**config.mk**
```make
export PLATFORM = sky130hd
export DESIGN_NAME = load_v_arbiter_flat
export DESIGN_NICKNAME = d
export VERILOG_FILES = /design/src/rtl/load_v_arbiter_if.sv /design/src/rtl/load_v_arbiter.sv /design/src/flat_wrapper.sv
export SDC_FILE = /design/constraint.sdc
export NUM_CORES = 1
export LEC_CHECK = 0
export CORE_AREA = 2 2 101 103
export DETAILED_ROUTE_END_ITERATION = 10
export DIE_AREA = 0 0 103 105
export DONT_BUFFER_PORTS = 1
export PLACE_DENSITY_LB_ADDON = 0.1
export SETUP_SLACK_MARGIN = 0.2
export SLEW_MARGIN = 10
export SYNTH_ARGS = -nofsm -noshare
export SYNTH_HDL_FRONTEND = slang
export SYNTH_SLANG_ARGS = --single-unit
```
**constraint.sdc**
```tcl
create_clock -name clk -period 6.15 [get_ports clk]
set_clock_uncertainty 0.1 [all_clocks]
set_input_delay 1.23 -clock clk [delete_from_list [all_inputs] [get_ports clk]]
set_output_delay 1.23 -clock clk [all_outputs]
set_load 0.01 [all_outputs]
```
**src/rtl/load_v_arbiter_if.sv**
```systemverilog
// Requester-side bus of the vector-load arbiter.
//   master : requester side   (drives req_valid/req_addr/req_length)
//   slave  : arbiter side     (drives req_ready/req_tile/req_done/req_error)
// Signals (one lane per requester):
//   req_valid  request pending, held until req_ready
//   req_addr   DRAM start address, stable while req_valid
//   req_length length in elements, stable while req_valid
//   req_ready  1-cycle accept pulse (one-hot or zero)
//   req_tile   tile valid on the loader data bus this cycle
//   req_done   1-cycle completion pulse
//   req_error  qualifies req_done (zero length or tile count mismatch)
interface load_v_arbiter_if #(
  parameter int NUM_REQ    = 3,
  parameter int ADDR_WIDTH = 24,
  parameter int LEN_WIDTH  = 10
);
  logic [NUM_REQ-1:0]                 req_valid;
  logic [NUM_REQ-1:0][ADDR_WIDTH-1:0] req_addr;
  logic [NUM_REQ-1:0][LEN_WIDTH-1:0]  req_length;
  logic [NUM_REQ-1:0]                 req_ready;
  logic [NUM_REQ-1:0]                 req_tile;
  logic [NUM_REQ-1:0]                 req_done;
  logic [NUM_REQ-1:0]                 req_error;

  modport master (
    output req_valid, req_addr, req_length,
    input  req_ready, req_tile, req_done, req_error
  );

  modport slave (
    input  req_valid, req_addr, req_length,
    output req_ready, req_tile, req_done, req_error
  );
endinterface

```
**src/rtl/load_v_arbiter.sv**
```systemverilog
// Round-robin arbiter sharing one DRAM->tile vector loader between NUM_REQ
// fetchers. One transfer is in flight at a time; tile strobes are routed back
// to the owner and the tile count is checked against ceil(length/ELEM_PER_TILE).
// Ports:
//   clk, rst      clock, synchronous active-high reset
//   bus           requester bus (slave modport)
//   ld_valid_in   1-cycle start pulse to the loader
//   ld_dram_addr  loader start address, held until the next issue
//   ld_length     loader length, held until the next issue
//   ld_tile_out   loader tile strobe
//   ld_valid_out  loader transfer-complete strobe
//   busy          arbiter not idle
//   grant_id      current or last owner
module load_v_arbiter #(
  parameter int NUM_REQ       = 3,
  parameter int ADDR_WIDTH    = 24,
  parameter int LEN_WIDTH     = 10,
  parameter int ELEM_PER_TILE = 32
) (
  input  logic                       clk,
  input  logic                       rst,
  load_v_arbiter_if.slave            bus,
  output logic                       ld_valid_in,
  output logic [ADDR_WIDTH-1:0]      ld_dram_addr,
  output logic [LEN_WIDTH-1:0]       ld_length,
  input  logic                       ld_tile_out,
  input  logic                       ld_valid_out,
  output logic                       busy,
  output logic [$clog2(NUM_REQ)-1:0] grant_id
);

  localparam int ID_W       = $clog2(NUM_REQ);
  localparam int CNT_W      = LEN_WIDTH + 1;
  localparam int TILE_SHIFT = $clog2(ELEM_PER_TILE);

  typedef enum logic [2:0] {
    S_IDLE   = 3'd0,
    S_ISSUE  = 3'd1,
    S_REJECT = 3'd2,
    S_WAIT   = 3'd3,
    S_DONE   = 3'd4
  } state_t;

  state_t              state;
  logic [ID_W-1:0]     rr_ptr;
  logic [CNT_W-1:0]    tile_cnt;
  logic [LEN_WIDTH-1:0] len_r;

  logic                win_found;
  logic [ID_W-1:0]     win_id;
  logic [ID_W-1:0]     cand;
  logic [CNT_W-1:0]    cnt_next;
  logic [CNT_W-1:0]    exp_tiles;

  function automatic logic [NUM_REQ-1:0] onehot(input logic [ID_W-1:0] id);
    onehot = {{(NUM_REQ-1){1'b0}}, 1'b1} << id;
  endfunction

  // Round-robin winner search: walk offsets from the far end so the lowest
  // offset from rr_ptr is the last one written and therefore wins.
  always_comb begin
    win_found = 1'b0;
    win_id    = '0;
    cand      = '0;
    for (int i = NUM_REQ - 1; i >= 0; i--) begin
      cand      = ID_W'((int'(rr_ptr) + i) % NUM_REQ);
      win_found = win_found | bus.req_valid[cand];
      win_id    = bus.req_valid[cand] ? cand : win_id;
    end
  end

  // Tile bookkeeping; one extra bit keeps ceil(max_len/EPT) from overflowing.
  assign cnt_next  = ld_tile_out ? (tile_cnt + CNT_W'(1)) : tile_cnt;
  assign exp_tiles = ({1'b0, len_r} + CNT_W'(ELEM_PER_TILE - 1)) >> TILE_SHIFT;

  // Tile strobes only reach the owner while its transfer is running.
  assign bus.req_tile = (state == S_WAIT && ld_tile_out) ? onehot(grant_id) : '0;
  assign busy         = (state != S_IDLE);

  // Arbitration FSM with registered handshake and loader outputs.
  always_ff @(posedge clk) begin
    if (rst) begin
      state         <= S_IDLE;
      rr_ptr        <= '0;
      tile_cnt      <= '0;
      len_r         <= '0;
      grant_id      <= '0;
      ld_valid_in   <= 1'b0;
      ld_dram_addr  <= '0;
      ld_length     <= '0;
      bus.req_ready <= '0;
      bus.req_done  <= '0;
      bus.req_error <= '0;
    end else begin
      ld_valid_in   <= 1'b0;
      bus.req_ready <= '0;
      bus.req_done  <= '0;
      bus.req_error <= '0;
      case (state)
        S_IDLE: begin
          if (win_found) begin
            grant_id      <= win_id;
            len_r         <= bus.req_length[win_id];
            bus.req_ready <= onehot(win_id);
            if (bus.req_length[win_id] == '0) begin
              state <= S_REJECT;
            end else begin
              state        <= S_ISSUE;
              ld_valid_in  <= 1'b1;
              ld_dram_addr <= bus.req_addr[win_id];
              ld_length    <= bus.req_length[win_id];
            end
          end else begin
            state <= S_IDLE;
          end
        end
        S_ISSUE: begin
          tile_cnt <= '0;
          state    <= S_WAIT;
        end
        S_REJECT: begin
          // Zero-length request: completes with error and never reaches the loader.
          bus.req_done  <= onehot(grant_id);
          bus.req_error <= onehot(grant_id);
          state         <= S_DONE;
        end
        S_WAIT: begin
          tile_cnt <= cnt_next;
          if (ld_valid_out) begin
            // A tile coinciding with valid_out is included via cnt_next.
            bus.req_done  <= onehot(grant_id);
            bus.req_error <= (cnt_next != exp_tiles) ? onehot(grant_id) : '0;
            state         <= S_DONE;
          end else begin
            state <= S_WAIT;
          end
        end
        S_DONE: begin
          rr_ptr <= (grant_id == ID_W'(NUM_REQ - 1)) ? '0 : (grant_id + ID_W'(1));
          state  <= S_IDLE;
        end
        default: begin
          state <= S_IDLE;
        end
      endcase
    end
  end

endmodule
```
**src/flat_wrapper.sv**
```systemverilog
// flat-port wrapper written by rule: the top's interface ports become plain ports
module load_v_arbiter_flat 
#(
  parameter int NUM_REQ       = 3,
  parameter int ADDR_WIDTH    = 24,
  parameter int LEN_WIDTH     = 10,
  parameter int ELEM_PER_TILE = 32
)
  (clk, rst, ld_valid_in, ld_dram_addr, ld_length, ld_tile_out, ld_valid_out, busy, grant_id, bus_req_valid, bus_req_addr, bus_req_length, bus_req_ready, bus_req_tile, bus_req_done, bus_req_error);
  load_v_arbiter_if #(.NUM_REQ(NUM_REQ), .ADDR_WIDTH(ADDR_WIDTH), .LEN_WIDTH(LEN_WIDTH)) bus_i ();
  input  logic clk;
  input  logic rst;
  output logic ld_valid_in;
  output logic [ADDR_WIDTH-1:0] ld_dram_addr;
  output logic [LEN_WIDTH-1:0] ld_length;
  input  logic ld_tile_out;
  input  logic ld_valid_out;
  output logic busy;
  output logic [$clog2(NUM_REQ)-1:0] grant_id;
  input wire logic [$bits(bus_i.req_valid)-1:0] bus_req_valid;
  input wire logic [$bits(bus_i.req_addr)-1:0] bus_req_addr;
  input wire logic [$bits(bus_i.req_length)-1:0] bus_req_length;
  output wire logic [$bits(bus_i.req_ready)-1:0] bus_req_ready;
  output wire logic [$bits(bus_i.req_tile)-1:0] bus_req_tile;
  output wire logic [$bits(bus_i.req_done)-1:0] bus_req_done;
  output wire logic [$bits(bus_i.req_error)-1:0] bus_req_error;
  assign bus_i.req_valid = bus_req_valid;
  assign bus_i.req_addr = bus_req_addr;
  assign bus_i.req_length = bus_req_length;
  assign bus_req_ready = bus_i.req_ready;
  assign bus_req_tile = bus_i.req_tile;
  assign bus_req_done = bus_i.req_done;
  assign bus_req_error = bus_i.req_error;
  load_v_arbiter #(.NUM_REQ(NUM_REQ), .ADDR_WIDTH(ADDR_WIDTH), .LEN_WIDTH(LEN_WIDTH), .ELEM_PER_TILE(ELEM_PER_TILE)) u_core (.clk(clk), .rst(rst), .bus(bus_i), .ld_valid_in(ld_valid_in), .ld_dram_addr(ld_dram_addr), .ld_length(ld_length), .ld_tile_out(ld_tile_out), .ld_valid_out(ld_valid_out), .busy(busy), .grant_id(grant_id));
endmodule
```
Word-level counts from Yosys, hierarchy flattened
Cells that the tools add are included.
- register bits: 72
- bits of input ports: 109
- output and inout port bits: 50
- word-level logic and storage cells: 71
- $add $sub $neg: 5
- div/mod/pow operators: 3
- $lt $le $gt $ge: 4
- equal/unequal tests: 6
- shift-type cells: 2
- muxes and demuxes: 27
- bitwise operators: 5
- reduce and logical (&&, ||, !) cells: 8
- operator list (cell ; number):
    $mod 32x3->32 const B ; 2
    $bmux 24 s2 ; 1
    $mod 3x3->32 const B ; 1
    $mux 24 ; 1
    $pmux 11 s2 ; 1
    $bmux 10 s2 ; 1
    $mux 3 ; 5
    $lt 2x3->1 const B ; 4
    $mux 2 ; 6
    $pmux 3 s2 ; 2
    $pmux 3 s4 ; 1
    $add 10x5->11 const B ; 1
    $add 11x1->11 const B ; 1
    $mux 11 ; 1
    $ne 11x6->1 ; 1
    $logic_not 10->1 ; 1
    $mux 10 ; 1
    $bmux 1 s2 ; 3
    $eq 3x2->1 const B ; 2
    $shl 1x2->3 const A ; 2
    $mux 1 ; 4
    $add 2x1->3 const B ; 1
    $add 2x2->3 const B ; 1
    $eq 3x1->1 const B ; 1
    other kinds (12) ; 15

Longest topological paths before layout
Gate-level depths: netlist (run 1).
- word-level depth: 13
- mapped depth: 12

Worst setup path before layout (run 1)
Ideal clock, no wire load.
- path kind: input port to flip-flop
- start point: input bus_req_valid[0]
- end point: register u_core.ld_dram_addr[10]
- library setup time: 125 ps
- arrival: 3103 ps
- slack: 2823 ps
- stages on the path: 10
- path buffers: 3
- cells stage by stage: nor4b_1 > o31ai_2 > buf_6 > nor2_2 > a31oi_1 > or4_1 > buf_2 > buf_6 > a22oi_2 > nand3_1
- word-level cells in the longest chain between the ends: 10
- ends and longest elaborated chain (what ; RTL line ; RTL):
    from (decl) ; flat_wrapper.sv:20 ; input wire logic [$bits(bus_i.req_valid)-1:0] bus_req_valid;
    $bmux 1 s2 ; load_v_arbiter.sv:67, load_v_arbiter.sv:68 ;
    $mux 1 (not written as such) ; load_v_arbiter.sv:67, load_v_arbiter.sv:68 ;
    $mux 2 (3 in series) ; load_v_arbiter.sv:68 ; win_id = bus.req_valid[cand] ? cand : win_id;
    $bmux 10 s2 ; load_v_arbiter.sv:105 ; if (bus.req_length[win_id] == '0) begin
    $mux 10 (not written as such) ; load_v_arbiter.sv:105 ;
    $logic_not 10->1 ; load_v_arbiter.sv:105 ;
    $not 1->1 (no source line) ; - ;
    $reduce_and 3->1 (no source line) ; - ;
    to (signal assigned) ; load_v_arbiter.sv:110 ; ld_dram_addr <= bus.req_addr[win_id];
    to (decl) ; load_v_arbiter.sv:24 ; output logic [ADDR_WIDTH-1:0] ld_dram_addr,
Parallel ways exist; a longest one is shown, timed or not. The select of a mux whose other input is x is not followed.
A chain may end at the register's enable or synchronous reset.

Final worst setup path (run 1)
- start point: register u_core.rr_ptr[0]
- end point: register u_core.ld_length[9]
- word-level cells in the longest chain between the ends: 12
- ends and longest elaborated chain (what ; RTL line ; RTL):
    from (decl) ; load_v_arbiter.sv:45 ; logic [ID_W-1:0] rr_ptr;
    from (signal assigned) ; load_v_arbiter.sv:139 ; rr_ptr <= (grant_id == ID_W'(NUM_REQ - 1)) ? '0 : (grant_id + ID_W'(1));
    $add 2x2->3 ; load_v_arbiter.sv:66 ; cand = ID_W'((int'(rr_ptr) + i) % NUM_REQ);
    $mod 32x3->32 ; load_v_arbiter.sv:66 ;
    $bmux 1 s2 ; load_v_arbiter.sv:67, load_v_arbiter.sv:68 ;
    $mux 1 (not written as such) ; load_v_arbiter.sv:67, load_v_arbiter.sv:68 ;
    $mux 2 (3 in series) ; load_v_arbiter.sv:68 ;
    $bmux 10 s2 ; load_v_arbiter.sv:105, load_v_arbiter.sv:111 ;
    $mux 10 (not written as such) ; load_v_arbiter.sv:105, load_v_arbiter.sv:111 ;
    $logic_not 10->1 ; load_v_arbiter.sv:105 ;
    $not 1->1 (no source line) ; - ;
    $reduce_and 3->1 (no source line) ; - ;
    to (signal assigned) ; load_v_arbiter.sv:111 ; ld_length <= bus.req_length[win_id];
    to (decl) ; load_v_arbiter.sv:25 ; output logic [LEN_WIDTH-1:0] ld_length,
Parallel ways exist; a longest one is shown, timed or not. The select of a mux whose other input is x is not followed.

==> flow_summary.json, run 1 <==
{
  "antenna_found_initial": 0,
  "synthArstFlopShare": 0,
  "internal_power_mw": 1.12,
  "dr.pass1.iters": 4,
  "synth_area_um2": 4570,
  "coreArea_um2": 9640,
  "cts_made_buffers": 9,
  "path_max_fanout": 25,
  "seqCellArea_um2": 1440,
  "clock_tree.buffer_depth": 2,
  "synth.ff_latch_count": 72,
  "vias_per_cell": 6.19,
  "r2r_cells": 9,
  "crit_buf_inv": 1,
  "synth_ff_type": "dfxtp_1",
  "cts.root.buffer_cell": "clkbuf_8",
  "syn_nets": 684,
  "htree_levels": 3,
  "diodes": 0,
  "p_sw_frac": 0.392,
  "required_ns": 6.30,
  "p_clk_frac": 0.260,
  "drtIter0Drc": 246,
  "rr_startpoint": "u_core.rr_ptr[0]$_SDFFE_PP0N_",
  "hold_path_depth": 2,
  "crit_path_max_incr_delay_ns": 0.87,
  "multi_input_area_um2": 2890,
  "yosys-top-cells-count": "nor2_1 (75), dfxtp_1 (72), clkbuf_1 (36), o21ai_0 (35), nand2_1 (33)",
  "cts_setup_buffers": 0,
  "clk_pin_slew_worst_paths_ns": 0.08,
  "cts_tree": "built",
  "ir_drop_mv": 0.204,
  "critPathCaptureType": "flip-flop",
  "min_period_ns": 4.24,
  "slew_violations": 0,
  "status": "finished, final reports clean",
  "finalHoldViolCount": 0,
  "die_h_um": 105,
  "grt_overflow": 0,
  "ctsHoldBuffers": 0,
  "start_kind": "flip-flop",
  "yosysWarnings": 0,
  "yosysSeqAreaShare": 0.316,
  "grt_max_degree": 63,
  "grt_setup_unrepaired": "false",
  "yosys.area.top_type": "dfxtp_1",
  "die_x_um": 103,
  "hold_start": "u_core.len_r[3]$_SDFFE_PP0P_",
  "ant_nets": 0,
  "pwr-share-comb": 0.335,
  "wl_per_cell_um": 18.5,
  "r2r_setup_slack_ns": 1.91,
  "tns_ns": 0,
  "path_cells": "inv_1 -> ha_1 -> nand2_1 -> a31oi_1 -> a21boi_0 -> o22ai_2 -> and4_1 -> nand3_1 -> a311oi_1",
  "final_cells": 679,
  "finalSetupViolations": 0,
  "critical-path-slowest-cell": "and4_1",
  "cellLeakagePower_nw": 1.64,
  "min_path_type": "reg -> reg",
  "grt_pass1_vias": 3940,
  "cts-resized-gates": 0,
  "final_nets": 653,
  "crit_type": "reg -> reg",
  "layout-drive-gt1-share": 0.115,
  "place.gp.congestion": 0.870,
  "p_sw_mw": 0.720,
  "rows": 36,
  "avgSynthCellArea_um2": 7.98,
  "start_util": 0.474,
  "yosys-top-cells-area": "dfxtp_1 (32%), nor2_1 (6.2%), mux2i_1 (5.9%), a22oi_2 (5.5%), a211oi_1 (4.1%)",
  "ios": 159,
  "dp_hpwl_mm": 8.77,
  "maxSlewHeadroom": 0.243,
  "route.detailed.drc": 0,
  "period_share": 0.690,
  "power_density_nw_per_um2": 381,
  "wl_mm": 12.5,
  "synth_top_area_share": 0.316,
  "cp_top_family": "compound AO/OA/AOI/OAI gates",
  "power.total_mw": 1.84,
  "yosysUniqueCellTypes": 56,
  "drv_cap": 0,
  "n_fill_cell": 974,
  "die_area_um2": 10800,
  "grt_first_pass_wirelength_mm": 20.1,
  "fmax_mhz": 236,
  "areaGrowthSynthToFinish_pct": 5.70,
  "yosysMostFrequentCell": "nor2_1",
  "hold_end": "u_core.len_r[3]$_SDFFE_PP0P_",
  "synth_edf_count": 0,
  "syn_inst": 572,
  "place.port_buffers": 0,
  "tightestPinTransition_ns": 1.14,
  "track_usage": 0.232,
  "p_seq_frac": 0.406,
  "num_vias": 4202,
  "clock_sinks": 72,
  "place_inst": 663,
  "worstReg2RegEnd": "u_core.ld_length[9]$_SDFFE_PP0P_",
  "worstPathArrival_ns": 4.39,
  "clock_latency_ns": 0.34
}
how the worst max path moves through the flow:
| stage | end | start | slack [ns] | depth (start not counted) |
|---|---|---|---|---|
| 6_report | u_core.ld_length[9]$_SDFFE_PP0P_ | u_core.rr_ptr[0]$_SDFFE_PP0N_ | 1.91 | 9 |
| 5_1_grt | u_core.ld_length[9]$_SDFFE_PP0P_ | u_core.rr_ptr[0]$_SDFFE_PP0N_ | 1.47 | 9 |
| 4_1_cts | u_core.ld_length[9]$_SDFFE_PP0P_ | u_core.rr_ptr[0]$_SDFFE_PP0N_ | 1.98 | 9 |
| 3_5_place_dp | u_core.ld_length[9]$_SDFFE_PP0P_ | bus_req_valid[0] | 1.69 | 6 |
| 3_3_place_gp | u_core.ld_length[9]$_SDFFE_PP0P_ | bus_req_valid[0] | 1.77 | 6 |
| 2_1_floorplan | u_core.ld_dram_addr[10]$_SDFFE_PP0P_ | bus_req_valid[0] | 2.82 | 10 |
power groups by stage:
stage / Combinational (mW) / Clock (mW) / Sequential [mW]
floorplan: 0.522 / 0 / 0.708
global placement: 0.601 / 0 / 0.757
CTS: 0.619 / 0.485 / 0.748
finish: 0.615 / 0.477 / 0.746
global route: 0.689 / 0.503 / 0.765
detailed placement: 0.614 / 0 / 0.758
flip-flops by register name, summed over array words and instances, names as in the netlist, 3 cells and up:
name                  flops
u_core.tile_cnt          11
u_core.ld_dram_addr      24
u_core.ld_length         10
u_core.len_r             10
u_core.bus.req_done       3
u_core.bus.req_ready      3
u_core.bus.req_error      3
u_core.state              3
worst reg2reg max path, stage by stage, from the launching register on:
cell and delay (ns):
dfxtp_1 0.35, inv_1 0.06, ha_1 0.38, nand2_1 0.10
a31oi_1 0.72, a21boi_0 0.28, o22ai_2 0.26, and4_1 0.87
nand3_1 0.63, a311oi_1 0.40
per-layer routing:
layer | vias to the layer above | GRT usage | share of wire
met5 | - | 0 | 0
met1 | 1968 | 0.293 | 0.41
met2 | 167 | 0.379 | 0.49
met3 | 19 | 0.0609 | 0.079
li1 | 2048 | - | -
met4 | 0 | 0.0742 | 0.018
cell usage in the layout, fill, tap and decap left out, types with 10 or more instances in the layout:
master,n
dfxtp_1,72
nand3_1,31
a21oi_1,29
a211oi_1,25
nor3_1,13
nand4_1,29
a22oi_2,20
clkbuf_8,11
mux2i_1,27
nand2_1,33
xnor2_1,10
nor2_1,75
nor2b_1,28
o21ai_0,35
cell type report:
cell class,count,share of cell area
Tap cell,133,0.0345
Clock inverter,5,0.0213
Inverter,7,0.00544
Multi-Input combinational cell,445,0.600
Clock buffer,11,0.0314
Timing Repair Buffer,6,0.00933
Sequential cell,72,0.299
cell families (layout without fill, tap and decap cells):
family | count (synthesis) | in the layout | share of synthesized area
AOI/OAI and AO/OA | 169 | 169 | 0.281
DFF | 72 | 72 | 0.316
adders and majority gates | 4 | 4 | 0.0104
and+or+nand+nor | 231 | 231 | 0.253
xor gates and xnor gates | 14 | 14 | 0.0268
buffers and inverters | 55 | 29 | 0.0540
muxes | 27 | 27 | 0.0592
through the flow:
stage	worst slack [ns]	hold slack [ns]	util	instance area, um2
floorplan	2.82	0.332	-	4570
global placement	1.77	0.344	0.474	4570
detailed placement	1.69	0.346	0.474	4570
CTS	1.98	0.357	0.501	4830
global route	1.47	0.407	0.501	4830
finish	1.91	0.362	0.501	4830
(Power assumes the default switching activity.)
==> run 2, diff against run 1 <==
clock period = 3.83 ns   (was 6.15 ns; I/O delays follow)
==> flow_summary.json, run 2 (same netlist as run 1, synthesis figures left out) <==
{
  "status": "finished, final reports clean",
  "reg_top3": "u_core.ld_dram_addr x24, u_core.tile_cnt x11",
  "min_path_type": "reg -> reg",
  "grt_setup_unrepaired": "false",
  "layout_common_cells": "nor2_1 (75), dfxtp_1 (72), o21ai_0 (35)",
  "drtIter0Drc": 162,
  "grt_overflow": 0,
  "clock_latency_ns": 0.34,
  "start_kind": "flip-flop",
  "drv_cap": 0,
  "power.total_mw": 3.12,
  "crit_type": "reg -> reg",
  "cts.root.buffer_cell": "clkbuf_8",
  "p_sw_mw": 1.17,
  "largest_reg_flops": 24,
  "htree_levels": 3,
  "cts-resized-gates": 0,
  "grt_first_pass_wirelength_mm": 20.5,
  "areaGrowthSynthToFinish_pct": 8.49,
  "period_share": 0.868,
  "cts_made_buffers": 9,
  "critical-path-slowest-cell": "o31ai_4",
  "internal_power_mw": 1.95,
  "place.gp.congestion": 0.844,
  "min_period_ns": 3.33,
  "finalHoldViolCount": 0,
  "holdWs_ns": 0.358,
  "diodes": 0,
  "crit_start": "u_core.rr_ptr[0]$_SDFFE_PP0N_",
  "mostFrequentLayoutCell": "nor2_1",
  "regMostFlops": "u_core.ld_dram_addr",
  "antenna_found_initial": 0,
  "route.detailed.drc": 0,
  "hold_start": "u_core.len_r[3]$_SDFFE_PP0P_",
  "track_usage": 0.235,
  "grt_pass1_vias": 4136,
  "fmax_mhz": 301,
  "dp_hpwl_mm": 8.84,
  "cts_setup_buffers": 0,
  "tns_ns": 0,
  "p_seq_frac": 0.382,
  "rr_startpoint": "u_core.rr_ptr[0]$_SDFFE_PP0N_",
  "ant_nets": 0,
  "critPathCaptureType": "flip-flop",
  "maxSlewHeadroom": 0.593,
  "die_x_um": 103,
  "n_fill_cell": 996,
  "cp_top_family": "compound AO/OA/AOI/OAI gates",
  "power_density_nw_per_um2": 630,
  "crit_path_max_incr_delay_ns": 0.56,
  "coreArea_um2": 9640,
  "start_util": 0.474,
  "required_ns": 3.93,
  "num_vias": 4275,
  "path_max_fanout": 52,
  "pwr-share-comb": 0.330,
  "clk_pin_slew_worst_paths_ns": 0.07,
  "crit_buf_inv": 2,
  "seqCellArea_um2": 1440,
  "multi_input_area_um2": 2910,
  "cellLeakagePower_nw": 1.71,
  "die_area_um2": 10800,
  "p_clk_frac": 0.288,
  "final_nets": 662,
  "wl_mm": 12.7,
  "cts_tree": "built",
  "ios": 159,
  "clock_tree.buffer_depth": 2,
  "wl_per_cell_um": 18.5,
  "ctsHoldBuffers": 0,
  "slew_violations": 0,
  "layout-drive-gt1-share": 0.133,
  "finalSetupViolations": 0,
  "vias_per_cell": 6.21,
  "place.port_buffers": 0,
  "p_sw_frac": 0.376,
  "fin_util": 0.514,
  "tightestPinTransition_ns": 0.606,
  "dr.pass1.iters": 6,
  "clock_sinks": 72,
  "place_inst": 672,
  "grt_max_degree": 63,
  "ir_drop_mv": 0.245,
  "die_h_um": 105,
  "final_cells": 688,
  "path_cells": "inv_1 -> ha_1 -> nor4b_2 -> o31ai_4 -> buf_4 -> o22ai_2 -> and4_1 -> nand3_1 -> o21ai_0",
  "worstPathArrival_ns": 3.42,
  "rows": 36
}
run 2: changes by cell type in the layout (fill, tap and decap cells not counted), sizes merged:
cell | previous run | this run
clkinv | 1 | 0
clkinvlp | 1 | 0
bufinv | 3 | 5
buf | 6 | 15
run 2: area by class of cell:
| cell class | instances | area share |
|---|---|---|
| tap | 133 | 0.0336 |
| sequential | 72 | 0.291 |
| timing repair buffer | 15 | 0.0227 |
| multi-input combinational | 445 | 0.587 |
| inverter | 7 | 0.00530 |
| clock buffer | 11 | 0.0306 |
| clock inverter | 5 | 0.0303 |
run 2: path summary, 6_finish.rpt:
check	endpoint	slack (ns)	depth (start not counted)
max	u_core.state[1]$_SDFF_PP0_	0.50	9
min	u_core.len_r[3]$_SDFFE_PP0P_	0.36	2
max reg2reg	u_core.state[1]$_SDFF_PP0_	0.50	9
min reg2reg	u_core.len_r[3]$_SDFFE_PP0P_	0.36	2
run 2: tightest hold or removal path, cell delays in order (launching register included):
cell	delay, ns
dfxtp_1	0.31
nand2_1	0.05
a21oi_1	0.05
run 2: stage by stage:
stage / worst slack, ns / area (um2)
global route: 0.287 / 4950
CTS: 0.383 / 4940
global placement: 0.507 / 4640
finish: 0.505 / 4950
detailed placement: 0.399 / 4640
floorplan: 0.967 / 4570
run 2: power groups by stage:
stage / clock network (mW) / registers, mW / logic [mW]
after floorplan: 0 / 1.14 / 0.838
after global placement: 0 / 1.21 / 0.995
after detailed placement: 0 / 1.21 / 1.02
after CTS: 0.915 / 1.19 / 1.03
after global routing: 0.942 / 1.22 / 1.14
final: 0.898 / 1.19 / 1.03
run 2: per-layer routing:
| metal | GRT usage | vias up | wire [um] |
|---|---|---|---|
| li1 | - | 2077 | - |
| met1 | 0.305 | 2020 | 5420 |
| met2 | 0.381 | 163 | 6170 |
| met3 | 0.0615 | 15 | 973 |
| met4 | 0.0677 | 0 | 155 |
| met5 | 0 | - | 0 |
==> run 3, diff against run 2 <==
CORE_AREA = 2 2 92 94   (was 2 2 101 103)
DIE_AREA = 0 0 94 96   (was 0 0 103 105)
PLACE_DENSITY = 0.75   (was not set)
PLACE_DENSITY_LB_ADDON = not set   (was 0.1)
==> flow_summary.json, run 3 (same netlist as run 1, synthesis figures left out) <==
{
  "layout-drive-gt1-share": 0.127,
  "vias_per_cell": 6.59,
  "path_cells": "inv_1 -> ha_1 -> nor4b_1 -> o31ai_4 -> buf_4 -> a31oi_1 -> or4_1 -> buf_4 -> nor3_1 -> o21ai_0",
  "die_h_um": 96,
  "seqCellArea_um2": 1440,
  "layout_common_cells": "nor2_1 (75), dfxtp_1 (72), o21ai_0 (35)",
  "r2r_cells": 10,
  "cts-resized-gates": 0,
  "crit_type": "reg -> reg",
  "critPathCaptureType": "flip-flop",
  "crit_cells": 10,
  "crit_buf_inv": 3,
  "n_fill_cell": 718,
  "place.gp.congestion": 0.862,
  "rows": 33,
  "die_area_um2": 9020,
  "grt_pass1_vias": 4020,
  "ant_nets": 0,
  "cp_top_family": "simple AND/OR/NAND/NOR gates",
  "clock_tree.buffer_depth": 2,
  "power.total_mw": 2.84,
  "mostFrequentLayoutCell": "nor2_1",
  "die_x_um": 94,
  "grt_first_pass_wirelength_mm": 19.8,
  "drtIter0Drc": 202,
  "power_density_nw_per_um2": 592,
  "grt_max_degree": 63,
  "place.port_buffers": 0,
  "ir_drop_mv": 0.283,
  "track_usage": 0.276,
  "tns_ns": 0,
  "antenna_found_initial": 0,
  "postLayoutCellArea_um2": 4800,
  "clock_latency_ns": 0.35,
  "final_nets": 659,
  "fmax_mhz": 306,
  "status": "finished, final reports clean",
  "cts_tree": "built",
  "place_inst": 641,
  "min_period_ns": 3.27,
  "maxSlewHeadroom": 0.588,
  "areaGrowthSynthToFinish_pct": 5.01,
  "grt_overflow": 0,
  "cts_setup_buffers": 0,
  "dr.pass1.iters": 6,
  "grt_setup_unrepaired": "false",
  "finalSetupViolations": 0,
  "tightestPinTransition_ns": 0.610,
  "num_vias": 4327,
  "coreArea_um2": 8050,
  "cts.root.buffer_cell": "clkbuf_8",
  "worstPathArrival_ns": 3.39,
  "clk_pin_slew_worst_paths_ns": 0.07,
  "cp_common_cell": "buf_4",
  "period_share": 0.854,
  "ctsHoldBuffers": 0,
  "clock_sinks": 72,
  "route.detailed.drc": 0,
  "dp_hpwl_mm": 8.77,
  "placed_area_um2": 4580,
  "start_kind": "flip-flop",
  "drv_cap": 0,
  "htree_levels": 3,
  "cts_made_buffers": 9,
  "critical-path-slowest-cell": "or4_1",
  "multi_input_area_um2": 2900,
  "hold_path_depth": 2,
  "final_cells": 657,
  "min_path_type": "reg -> reg",
  "largest_reg_flops": 24,
  "ios": 159,
  "wl_mm": 12.3,
  "cellLeakagePower_nw": 1.64,
  "reg_top3": "u_core.ld_dram_addr x24, u_core.tile_cnt x11",
  "regMostFlops": "u_core.ld_dram_addr",
  "finalHoldViolCount": 0,
  "wl_per_cell_um": 18.7,
  "start_util": 0.567,
  "diodes": 0,
  "path_max_fanout": 25,
  "slew_violations": 0,
  "crit_path_max_incr_delay_ns": 0.63,
  "required_ns": 3.95
}
-- run 3: cell types whose count changed in the layout (fill, tap and decap cells not counted) --
cell / delta
nor4b_1: +1
clkinvlp_4: +2
nor4b_2: -1
bufinv_16: -4
clkinv_2: +2
buf_4: -3
-- run 3: routing by layer --
metal,global-route usage,wire [um],vias to the layer above
met1,0.335,4870,2027
met5,0,0,-
met4,0.0990,178,0
met3,0.0689,1140,16
li1,-,-,2070
met2,0.476,6100,214
-- run 3: area by class of cell --
class | count | area share
Clock buffer | 11 | 0.0316
Clock inverter | 5 | 0.0115
Inverter | 7 | 0.00548
Multi-Input combinational cell | 445 | 0.605
Sequential cell | 72 | 0.301
Tap cell | 105 | 0.0274
Timing Repair Buffer | 12 | 0.0188
-- run 3: worst min-delay path: cells and delay by family (launching register included) --
kind	cells	cell delay (ns)
AOI/OAI and AO/OA	1	0.06
DFF	1	0.31
and+or+nand+nor	1	0.05
-- run 3: power by group --
| group | internal [mW] | switching, mW |
|---|---|---|
| Combinational | 0.388 | 0.630 |
| Clock | 0.334 | 0.294 |
| Sequential | 0.952 | 0.239 |
-- run 3: worst paths after layout --
| kind | from | end | slack (ns) |
|---|---|---|---|
| max reg2reg | u_core.rr_ptr[0]$_SDFFE_PP0N_ | u_core.state[0]$_SDFF_PP0_ | 0.56 |
| min | u_core.len_r[3]$_SDFFE_PP0P_ | u_core.len_r[3]$_SDFFE_PP0P_ | 0.36 |
| min reg2reg | u_core.len_r[3]$_SDFFE_PP0P_ | u_core.len_r[3]$_SDFFE_PP0P_ | 0.36 |
| max | u_core.rr_ptr[0]$_SDFFE_PP0N_ | u_core.state[0]$_SDFF_PP0_ | 0.56 |
-- run 3: metrics by stage --
stage / worst slack (ns) / utilization / hold WS, ns
finish: 0.558 / 0.596 / 0.357
floorplan: 0.967 / - / 0.332
detailed placement: 0.512 / 0.569 / 0.349
CTS: 0.485 / 0.595 / 0.359
global route: 0.356 / 0.596 / 0.373
global placement: 0.649 / 0.569 / 0.343
